### src/rtl/edge_pe_task_ctrl_pkg.sv
// rtl/edge_pe_task_ctrl_pkg.sv - shared types and packet field layout for the edge PE task front end
`timescale 1ns/1ps
`ifndef PACKET_SIZE
`define PACKET_SIZE 20
`endif

package edge_pe_task_ctrl_pkg;

  // Dispatched packet width as seen on the dispatch bus
  localparam int DP_PKT_W = `PACKET_SIZE - 2;

  // Packet field layout: {base address, iter mask, edge count}
  localparam int CNT_LSB  = 0;
  localparam int CNT_W    = 7;
  localparam int ITER_LSB = 7;
  localparam int ITER_W   = 3;
  localparam int BASE_LSB = 10;

  typedef struct packed {
    logic                valid;
    logic [DP_PKT_W-1:0] packet;
  } DP_task2Edge_PE;

  typedef enum logic [2:0] {
    IDLE = 3'd0,
    REQ  = 3'd1,
    WAIT = 3'd2,
    SEND = 3'd3,
    DONE = 3'd4
  } state_t;

endpackage

### src/rtl/edge_pe_task_ctrl_if.sv
// rtl/edge_pe_task_ctrl_if.sv - dispatch, bank-read and edge-stream signals of one edge PE front end
`timescale 1ns/1ps

interface edge_pe_task_ctrl_if #(
  parameter int DATA_W = 32,
  parameter int ADDR_W = edge_pe_task_ctrl_pkg::DP_PKT_W - 10
);

  edge_pe_task_ctrl_pkg::DP_task2Edge_PE DP_task2Edge_PE_in;
  logic              PE_IDLE;
  logic              bank_busy;
  logic              rd_req;
  logic [ADDR_W-1:0] rd_addr;
  logic              rd_gnt;
  logic              rd_valid;
  logic [DATA_W-1:0] rd_data;
  logic              edge_valid;
  logic [DATA_W-1:0] edge_data;
  logic [2:0]        edge_iter;
  logic              edge_last;
  logic              edge_ready;
  logic              task_done;
  logic              proto_err;

  // Environment side: dispatcher, bank and downstream consumer
  modport master (
    output DP_task2Edge_PE_in, rd_gnt, rd_valid, rd_data, edge_ready,
    input  PE_IDLE, bank_busy, rd_req, rd_addr, edge_valid, edge_data,
           edge_iter, edge_last, task_done, proto_err
  );

  // Controller side
  modport slave (
    input  DP_task2Edge_PE_in, rd_gnt, rd_valid, rd_data, edge_ready,
    output PE_IDLE, bank_busy, rd_req, rd_addr, edge_valid, edge_data,
           edge_iter, edge_last, task_done, proto_err
  );

endinterface

### src/rtl/edge_pe_task_ctrl.sv
// rtl/edge_pe_task_ctrl.sv - per-PE edge task fetch/stream controller; EDGE_PE_PERF_EN adds busy_cycles
`timescale 1ns/1ps

module edge_pe_task_ctrl
  import edge_pe_task_ctrl_pkg::*;
#(
  parameter int PKT_W  = `PACKET_SIZE - 2,
  parameter int DATA_W = 32,
  localparam int ADDR_W = PKT_W - 10
) (
  input logic               clk,
  input logic               reset,
  edge_pe_task_ctrl_if.slave bus
`ifdef EDGE_PE_PERF_EN
  ,
  output logic [15:0]       busy_cycles
`endif
);

  state_t            state;
  state_t            state_nxt;
  logic [ADDR_W-1:0] base_q;
  logic [ITER_W-1:0] iter_q;
  logic [CNT_W-1:0]  count_q;
  logic [CNT_W-1:0]  index_q;
  logic [DATA_W-1:0] data_q;
  logic              err_q;
  logic              pkt_valid;
  logic [CNT_W-1:0]  pkt_count;
  logic              is_last;

  assign pkt_valid = bus.DP_task2Edge_PE_in.valid;
  assign pkt_count = bus.DP_task2Edge_PE_in.packet[CNT_LSB +: CNT_W];
  assign is_last   = (index_q == count_q - 7'd1);

  // State register
  always_ff @(posedge clk) begin
    if (!reset) state <= IDLE;
    else        state <= state_nxt;
  end

  // Next-state decode
  always_comb begin
    state_nxt = state;
    case (state)
      IDLE: if (pkt_valid) state_nxt = (pkt_count == '0) ? DONE : REQ;
      REQ:  if (bus.rd_gnt) state_nxt = WAIT;
      WAIT: if (bus.rd_valid) state_nxt = SEND;
      SEND: if (bus.edge_ready) state_nxt = is_last ? DONE : REQ;
      DONE: state_nxt = IDLE;
      default: state_nxt = IDLE;
    endcase
  end

  // Task context, fetched word and sticky protocol error; packets outside IDLE are dropped
  always_ff @(posedge clk) begin
    if (!reset) begin
      base_q  <= '0;
      iter_q  <= '0;
      count_q <= '0;
      index_q <= '0;
      data_q  <= '0;
      err_q   <= 1'b0;
    end else begin
      if (state == IDLE && pkt_valid) begin
        base_q  <= bus.DP_task2Edge_PE_in.packet[PKT_W-1:BASE_LSB];
        iter_q  <= bus.DP_task2Edge_PE_in.packet[ITER_LSB +: ITER_W];
        count_q <= pkt_count;
        index_q <= '0;
      end
      if (state == SEND && bus.edge_ready && !is_last) index_q <= index_q + 7'd1;
      if (state == WAIT && bus.rd_valid) data_q <= bus.rd_data;
      if ((pkt_valid && state != IDLE) || (bus.rd_valid && state != WAIT)) err_q <= 1'b1;
    end
  end

  // Outputs decode straight from the registered state so the dispatcher sees them this cycle
  always_comb begin
    bus.PE_IDLE    = (state == IDLE);
    bus.bank_busy  = (state == REQ) || (state == WAIT) || (state == SEND);
    bus.rd_req     = (state == REQ);
    bus.rd_addr    = base_q + ADDR_W'(index_q);
    bus.edge_valid = (state == SEND);
    bus.edge_data  = data_q;
    bus.edge_iter  = iter_q;
    bus.edge_last  = (state == SEND) && is_last;
    bus.task_done  = (state == DONE);
    bus.proto_err  = err_q;
  end

`ifdef EDGE_PE_PERF_EN
  logic [15:0] busy_q;

  // Saturating count of non-idle cycles, kept across tasks
  always_ff @(posedge clk) begin
    if (!reset)                                 busy_q <= '0;
    else if (state != IDLE && busy_q != 16'hFFFF) busy_q <= busy_q + 16'd1;
  end

  assign busy_cycles = busy_q;
`endif

endmodule

### src/flat_wrapper.sv
// flat-port wrapper written by rule: the top's interface ports become plain ports
module edge_pe_task_ctrl_flat import edge_pe_task_ctrl_pkg::*;
#(
  parameter int PKT_W  = `PACKET_SIZE - 2,
  parameter int DATA_W = 32,
  localparam int ADDR_W = PKT_W - 10
)
  (clk, reset, bus_DP_task2Edge_PE_in, bus_rd_gnt, bus_rd_valid, bus_rd_data, bus_edge_ready, bus_PE_IDLE, bus_bank_busy, bus_rd_req, bus_rd_addr, bus_edge_valid, bus_edge_data, bus_edge_iter, bus_edge_last, bus_task_done, bus_proto_err);
  edge_pe_task_ctrl_if #(.DATA_W(DATA_W)) bus_i ();
  input logic clk;
  input logic reset;
  input wire logic [$bits(bus_i.DP_task2Edge_PE_in)-1:0] bus_DP_task2Edge_PE_in;
  input wire logic [$bits(bus_i.rd_gnt)-1:0] bus_rd_gnt;
  input wire logic [$bits(bus_i.rd_valid)-1:0] bus_rd_valid;
  input wire logic [$bits(bus_i.rd_data)-1:0] bus_rd_data;
  input wire logic [$bits(bus_i.edge_ready)-1:0] bus_edge_ready;
  output wire logic [$bits(bus_i.PE_IDLE)-1:0] bus_PE_IDLE;
  output wire logic [$bits(bus_i.bank_busy)-1:0] bus_bank_busy;
  output wire logic [$bits(bus_i.rd_req)-1:0] bus_rd_req;
  output wire logic [$bits(bus_i.rd_addr)-1:0] bus_rd_addr;
  output wire logic [$bits(bus_i.edge_valid)-1:0] bus_edge_valid;
  output wire logic [$bits(bus_i.edge_data)-1:0] bus_edge_data;
  output wire logic [$bits(bus_i.edge_iter)-1:0] bus_edge_iter;
  output wire logic [$bits(bus_i.edge_last)-1:0] bus_edge_last;
  output wire logic [$bits(bus_i.task_done)-1:0] bus_task_done;
  output wire logic [$bits(bus_i.proto_err)-1:0] bus_proto_err;
  assign bus_i.DP_task2Edge_PE_in = bus_DP_task2Edge_PE_in;
  assign bus_i.rd_gnt = bus_rd_gnt;
  assign bus_i.rd_valid = bus_rd_valid;
  assign bus_i.rd_data = bus_rd_data;
  assign bus_i.edge_ready = bus_edge_ready;
  assign bus_PE_IDLE = bus_i.PE_IDLE;
  assign bus_bank_busy = bus_i.bank_busy;
  assign bus_rd_req = bus_i.rd_req;
  assign bus_rd_addr = bus_i.rd_addr;
  assign bus_edge_valid = bus_i.edge_valid;
  assign bus_edge_data = bus_i.edge_data;
  assign bus_edge_iter = bus_i.edge_iter;
  assign bus_edge_last = bus_i.edge_last;
  assign bus_task_done = bus_i.task_done;
  assign bus_proto_err = bus_i.proto_err;
  edge_pe_task_ctrl #(.PKT_W(PKT_W), .DATA_W(DATA_W)) u_core (.clk(clk), .reset(reset), .bus(bus_i));
endmodule
### config.mk
export PLATFORM = sky130hd
export DESIGN_NAME = edge_pe_task_ctrl_flat
export DESIGN_NICKNAME = d
export VERILOG_FILES = /design/src/rtl/edge_pe_task_ctrl_pkg.sv /design/src/rtl/edge_pe_task_ctrl_if.sv /design/src/rtl/edge_pe_task_ctrl.sv /design/src/flat_wrapper.sv
export SDC_FILE = /design/constraint.sdc
export NUM_CORES = 1
export LEC_CHECK = 0
export ABC_CLOCK_PERIOD_IN_PS = 4500
export CAP_MARGIN = 10
export CORE_ASPECT_RATIO = 1.5
export CORE_MARGIN = 2
export CORE_UTILIZATION = 48
export CTS_CLUSTER_DIAMETER = 30
export DETAILED_ROUTE_END_ITERATION = 7
export PLACE_DENSITY = 0.85
export SYNTH_ARGS = -nofsm -noshare
export SYNTH_HDL_FRONTEND = slang
export SYNTH_SLANG_ARGS = --single-unit
### constraint.sdc
create_clock -name clk -period 4.5 [get_ports clk]
set_input_delay 1.125 -clock clk [delete_from_list [all_inputs] [get_ports clk]]
set_output_delay 1.125 -clock clk [all_outputs]
set_load 0.05 [all_outputs]
==> flow_summary.yaml, run 1 <==
timing:
  clock_skew_ns: 0.00778
  hold_viol: 0
  tightest_slew_ns: 1.13
  fmax_mhz: 240
  slew_violations: 0
  whs_ns: 0.457
  period_share_pct: 92.6
  relSlewSlack_pct: 24.7
  setup_viol: 0
  grt_setup_unrepaired: "no"
  setup_tns_ns: 0
  finalCriticalPeriod_ns: 4.17
power_and_ir_drop:
  cellLeakagePower_nw: 1.59
  powerDensity_nw_per_um2: 399
  ir_drop_uv: 236
synthesis:
  synth_area_um2: 2980
  synthCells: 357
  yosys_warnings: 0
  synth.mux.area_fraction_pct: 0.673
  synth_xor_area_share_pct: 5.00
  ys_seq_area_share_pct: 41.0
  syn-mean-instance-area_um2: 8.33
  synth_ff_type: "dfxtp_1"
  ys_types: 46
  synth_fp_nets: 423
  synth_top_family_by_area: "simple AND/OR/NAND/NOR gates"
  synth_fa_ha_area_share_pct: 4.46
  async_reset_ff_share_pct: 0
  ys_seq_elements: 61
  synth-compound-area-share_pct: 21.9
  synthSimpleGateAreaFrac_pct: 22.4
  synth_edf_count: 0
cts:
  ctsHoldBuffers: 0
  tritoncts: "built"
  clock_latency_ns: 0.33
  numCtsBuffers: 9
  clkSinkCount: 61
  cts_max_level: 3
  postCtsSetupBuffers: 0
  post_cts_resized: 0
  root_buffer: "clkbuf_8"
  clk_pin_slew_ns: 0.07
  cts_buffer_depth: 2
detailed_routing:
  wirelength_um: 7350
  drt-initial-drc-count: 157
  vias_per_cell: 5.20
  drc: 0
  wire_per_inst_um: 13.8
  drt-pass1-iter-count: 4
  vias: 2768
  postRouteAntennaNets: 0
floorplanning:
  io_pins: 106
  start_util_pct: 48.9
  core_um2: 6090
  die_h_um: 100
  die_area_um2: 6860
  die_w_um: 68.3
  rows: 35
place:
  place_congestion: 0.856
  io_buffers: 105
  post-dp-hpwl_um: 5290
worst_setup_path:
  cp.arrival_ns: 3.04
  required_ns: 3.38
  critical_path_class: "register to primary output"
  endpoint_kind: "primary output"
  cp-start-kind: "register"
  critPathMaxFanout: 6
  slowest_delay_ns: 0.82
  cp_cell_sequence: "ha_1 > a21o_1 > a21oi_1 > nor2b_1 > o21a_1 > o41ai_1 > xnor2_1 > clkdlybuf4s50_1"
  cpMaxStageDelayCell: "clkdlybuf4s50_1"
grt:
  grt_pass1_vias: 2736
  grt_busiest_layer: "met2"
  track_usage_pct: 23.1
  grt_start_max_net_pins: 61
  use_met3_pct: 9.53
  met2_usage_pct: 40.3
  grt_use_met1_pct: 24.1
  antenna_found_initial: 0
  overflow: 0
  grt_pass1_wl_um: 12200
finish:
  final_net_count: 519
  antennaDiodeCount: 0
  area_growth_pct: 43.2
  drive_gt1_share_pct: 5.68
  final_cell_mix: "nand2_1, clkdlybuf4s50_1, dfxtp_1, a21boi_1, inv_1"
  fillers: 490
status:
  status: "complete, no violations"
min_path:
  hp-class: "register to register"
run:
  drv_cap: 0
layer usage:
layer  part of all wire, %  routed length [um]
met5                     0                   0
met4                   1.3                  96
met3                   9.3                 682
met2                    50                3700
met1                    39                2870
synthesized netlist by cell type (all sizes together) (2+ instances only):
library cell  instances  area (um2)
a21boi               51         383
a21o                  2        15.0
a21oi                 6        30.0
and2                  4        25.0
buf                   4        22.5
clkbuf               17        63.8
dfxtp                61        1220
ha                    9         113
inv                  13        48.8
mux2i                 2        20.0
nand2               105         397
nand2b                2        12.5
nand3                 8        52.6
nor2                 11        41.3
nor2b                 5        31.3
nor3                  7        40.0
nor3b                 2        15.0
o211ai                4        30.0
o21a                  2        15.0
o21ai                 5        25.0
o22ai                 2        25.0
xnor2                10        87.6
xor2                  7        61.3
registers in the layout, indices dropped and copies added (netlist names):
name,flops
u_core.index_q,7
u_core.state,3
u_core.bus.edge_data,32
u_core.count_q,7
u_core.bus.edge_iter,3
u_core.bus.proto_err,1
u_core.base_q,8
path summary, 6_finish.rpt:
check                                              start                        to  slack (ns)  depth (start not counted)
worst max register to register         u_core.count_q[0]         u_core.index_q[6]        2.28                          8
worst min-delay path            u_core.bus.edge_data[19]  u_core.bus.edge_data[19]        0.46                          2
worst max-delay path                   u_core.index_q[1]            bus_rd_addr[7]        0.33                          8
worst min register to register  u_core.bus.edge_data[19]  u_core.bus.edge_data[19]        0.46                          2
final cells by class:
type	count	area (um2)	area share (%)
Clock inverter	4	70.1	1.64
Tap cell	74	92.6	2.17
Clock buffer	12	155	3.64
Timing Repair Buffer	106	1050	24.7
Sequential cell	61	1220	28.7
Inverter	13	48.8	1.15
Multi-Input combinational cell	262	1620	38.0
metrics by stage:
| step | cell area [um2] | util (%) | setup WS [ns] | power (W) | cells |
|---|---|---|---|---|---|
| after floorplan | 2980 | - | 1.10 | 0.000985 | 357 |
| after global placement | 4040 | 66.3 | 0.680 | 0.00115 | 516 |
| after detailed placement | 4040 | 66.3 | 0.668 | 0.00116 | 516 |
| after CTS | 4260 | 70.0 | 0.297 | 0.00171 | 532 |
| after global routing | 4260 | 70.0 | 0.198 | 0.00178 | 532 |
| final | 4260 | 70.0 | 0.334 | 0.00170 | 532 |
worst max-delay path: cells and delay by family, from the launching register on:
family	cells	cell delay [ns]
xor+xnor	1	0.17
fa+ha+maj	1	0.27
flops	1	0.44
simple gates	1	0.08
buf+inv	1	0.82
compound gates	4	0.93
logic make-up after synthesis:
group	count (synthesis)
xor gates and xnor gates	17
buffers and inverters	34
muxes	2
DFF	61
AOI/OAI and AO/OA	82
adders and majority gates	10
and+or+nand+nor	151
where the power goes:
group	switching (W)	total (W)	internal (W)
clock	0.000212	0.000553	0.000341
combinational	0.000322	0.000523	0.000201
sequential	0.0000389	0.000622	0.000583
total	0.000573	0.00170	0.00113
(Power assumes the default switching activity.)
==> run 2, diff against run 1 <==
- GPL_TIMING_DRIVEN: unset -> 0
- SLEW_MARGIN: unset -> 10
==> run 2 against run 1 <==
  * Combinational power is 4.4% higher
  * Power is 3.9% lower
  * Sequential share of layout area is 0.27 points lower
  * Sequential power is 2% lower
  * Register-to-register slack better by 0.02 ns
  * First-iteration DRC count is 49% lower
  * Critical path depth stayed put
  * Global-route usage is 0.18 points higher
  * Clock-buffer cell count is 1 lower
  * Highest routed layer unchanged
==> flow_summary.yaml, run 2 (same netlist as run 1, synthesis figures left out) <==
status:
  status: "complete, no violations"
power_and_ir_drop:
  cellLeakagePower_nw: 1.61
  powerDensity_nw_per_um2: 379
  p_int_w: 0.00106
  power.switching_w: 0.000572
  power_frac_comb_pct: 33.4
  finalPower_w: 0.00163
  p_sw_share_pct: 35.1
  seq_power_share_pct: 37.5
  clock_power_share_pct: 29.1
  ir_drop_uv: 260
grt:
  track_usage_pct: 23.3
  antenna_found_initial: 0
  grt_pass1_vias: 2802
  grt_pass1_wl_um: 12000
  overflow: 0
  grt_start_max_net_pins: 11
worst_setup_path:
  slowest_delay_ns: 0.83
  timing.rr.start: "u_core.count_q[0]"
  required_ns: 3.38
  critPathMaxFanout: 6
  endpoint_kind: "primary output"
  cp-start-kind: "register"
  ff2ff_path_depth: 8
  timing.rr.end: "u_core.state[0]"
  cpMaxStageDelayCell: "clkdlybuf4s50_1"
  r2r_slack_ns: 2.30
  critical_path_class: "register to primary output"
  cp_cell_sequence: "ha_1 > a21o_1 > a21oi_1 > nor2b_1 > o21a_1 > o41ai_1 > xnor2_1 > clkdlybuf4s50_1"
  cp.arrival_ns: 3.11
timing:
  period_share_pct: 94.1
  setup_tns_ns: 0
  clock_skew_ns: 0.00562
  hold_viol: 0
  tightest_slew_ns: 0.544
  fmax_mhz: 236
  grt_setup_unrepaired: "no"
  slew_violations: 0
  layout_setup_ws_ns: 0.267
  whs_ns: 0.452
  relSlewSlack_pct: 63.6
  finalCriticalPeriod_ns: 4.23
  setup_viol: 0
detailed_routing:
  drt-initial-drc-count: 80
  wirelength_um: 7400
  drt-pass1-iter-count: 4
  drc: 0
  postRouteAntennaNets: 0
  vias_per_cell: 5.13
  wire_per_inst_um: 13.4
  vias: 2826
cts:
  clkSinkCount: 61
  cts_buffer_depth: 2
  clock_latency_ns: 0.34
  tritoncts: "built"
  ctsHoldBuffers: 0
  numCtsBuffers: 9
  root_buffer: "clkbuf_8"
  postCtsSetupBuffers: 0
  cts_max_level: 3
  clk_pin_slew_ns: 0.07
  post_cts_resized: 0
floorplanning:
  die_w_um: 68.3
  die_h_um: 100
  io_pins: 106
  rows: 35
  start_util_pct: 48.9
  core_um2: 6090
  die_area_um2: 6860
place:
  post-dp-hpwl_um: 5780
  io_buffers: 104
  place_congestion: 0.840
  place_ws_ns: 0.633
min_path:
  hold_path_end: "u_core.bus.edge_data[5]"
  hold_depth: 2
  hp-start: "u_core.bus.edge_data[5]"
  hp-class: "register to register"
finish:
  final_cell_mix: "nand2_1, clkdlybuf4s50_1, dfxtp_1, a21boi_1, clkbuf_1"
  drive_gt1_share_pct: 5.87
  area_growth_pct: 44.5
  largest_register_ff_count: 32
  final_util_pct: 70.6
  antennaDiodeCount: 0
  final_net_count: 538
run:
  drv_cap: 0
-- run 2: cell types whose count changed in the layout (fill, tap and decap cells not counted), sizes merged --
cell | previous run | this run
bufinv | 2 | 1
buf | 2 | 4
clkbuf | 12 | 28
clkinv | 2 | 4
-- run 2: worst max-delay path by stage --
stage                                  from  slack [ns]  depth (start not counted)             end
after floorplan           u_core.index_q[0]        1.10                          9  bus_rd_addr[6]
after global placement    u_core.index_q[1]        0.66                          8  bus_rd_addr[7]
after detailed placement  u_core.index_q[1]        0.63                          8  bus_rd_addr[7]
after CTS                 u_core.index_q[1]        0.24                          8  bus_rd_addr[7]
after global routing      u_core.index_q[1]        0.13                          8  bus_rd_addr[7]
final                     u_core.index_q[1]        0.27                          8  bus_rd_addr[7]
-- run 2: metrics by stage --
step                      instances  instance area (um2)
after floorplan                 357                 2980
after detailed placement        535                 4110
after CTS                       551                 4300
after global routing            551                 4300
after global placement          535                 4110
final                           551                 4300
-- run 2: final cells by class --
class / count / area [um2]
clock buffers: 11 / 141
clock inverters: 5 / 50.0
flip-flops and latches: 61 / 1220
inverters: 13 / 48.8
multi-input cells: 262 / 1620
repair buffers: 104 / 1040
plain buffers: 21 / 86.3
well taps: 74 / 92.6
fillers: 470 / 1790
-- run 2: routing by layer --
layer	vias to the layer above	global-route usage, %	wire length (um)
met5	-	0	0
met4	0	10.9	242
met3	18	11.5	743
met2	107	39.5	3650
met1	1277	23.1	2760
li1	1424	-	-
-- run 2: power groups by stage --
stage,sequential (W),combinational [W],clock (W)
finish,0.000612,0.000546,0.000474
global route,0.000618,0.000589,0.000508
CTS,0.000612,0.000550,0.000485
detailed placement,0.000624,0.000546,0
global placement,0.000621,0.000537,0
floorplan,0.000684,0.000301,0
-- run 2: critical path, delay by kind of cell, from the launching register on --
family	cells	cell delay, ns
AND/OR/NAND/NOR	1	0.09
AO/OA/AOI/OAI	4	0.94
flip-flops	1	0.45
adder cells (fa/ha/maj)	1	0.28
buffers and inverters	1	0.83
XOR/XNOR	1	0.19
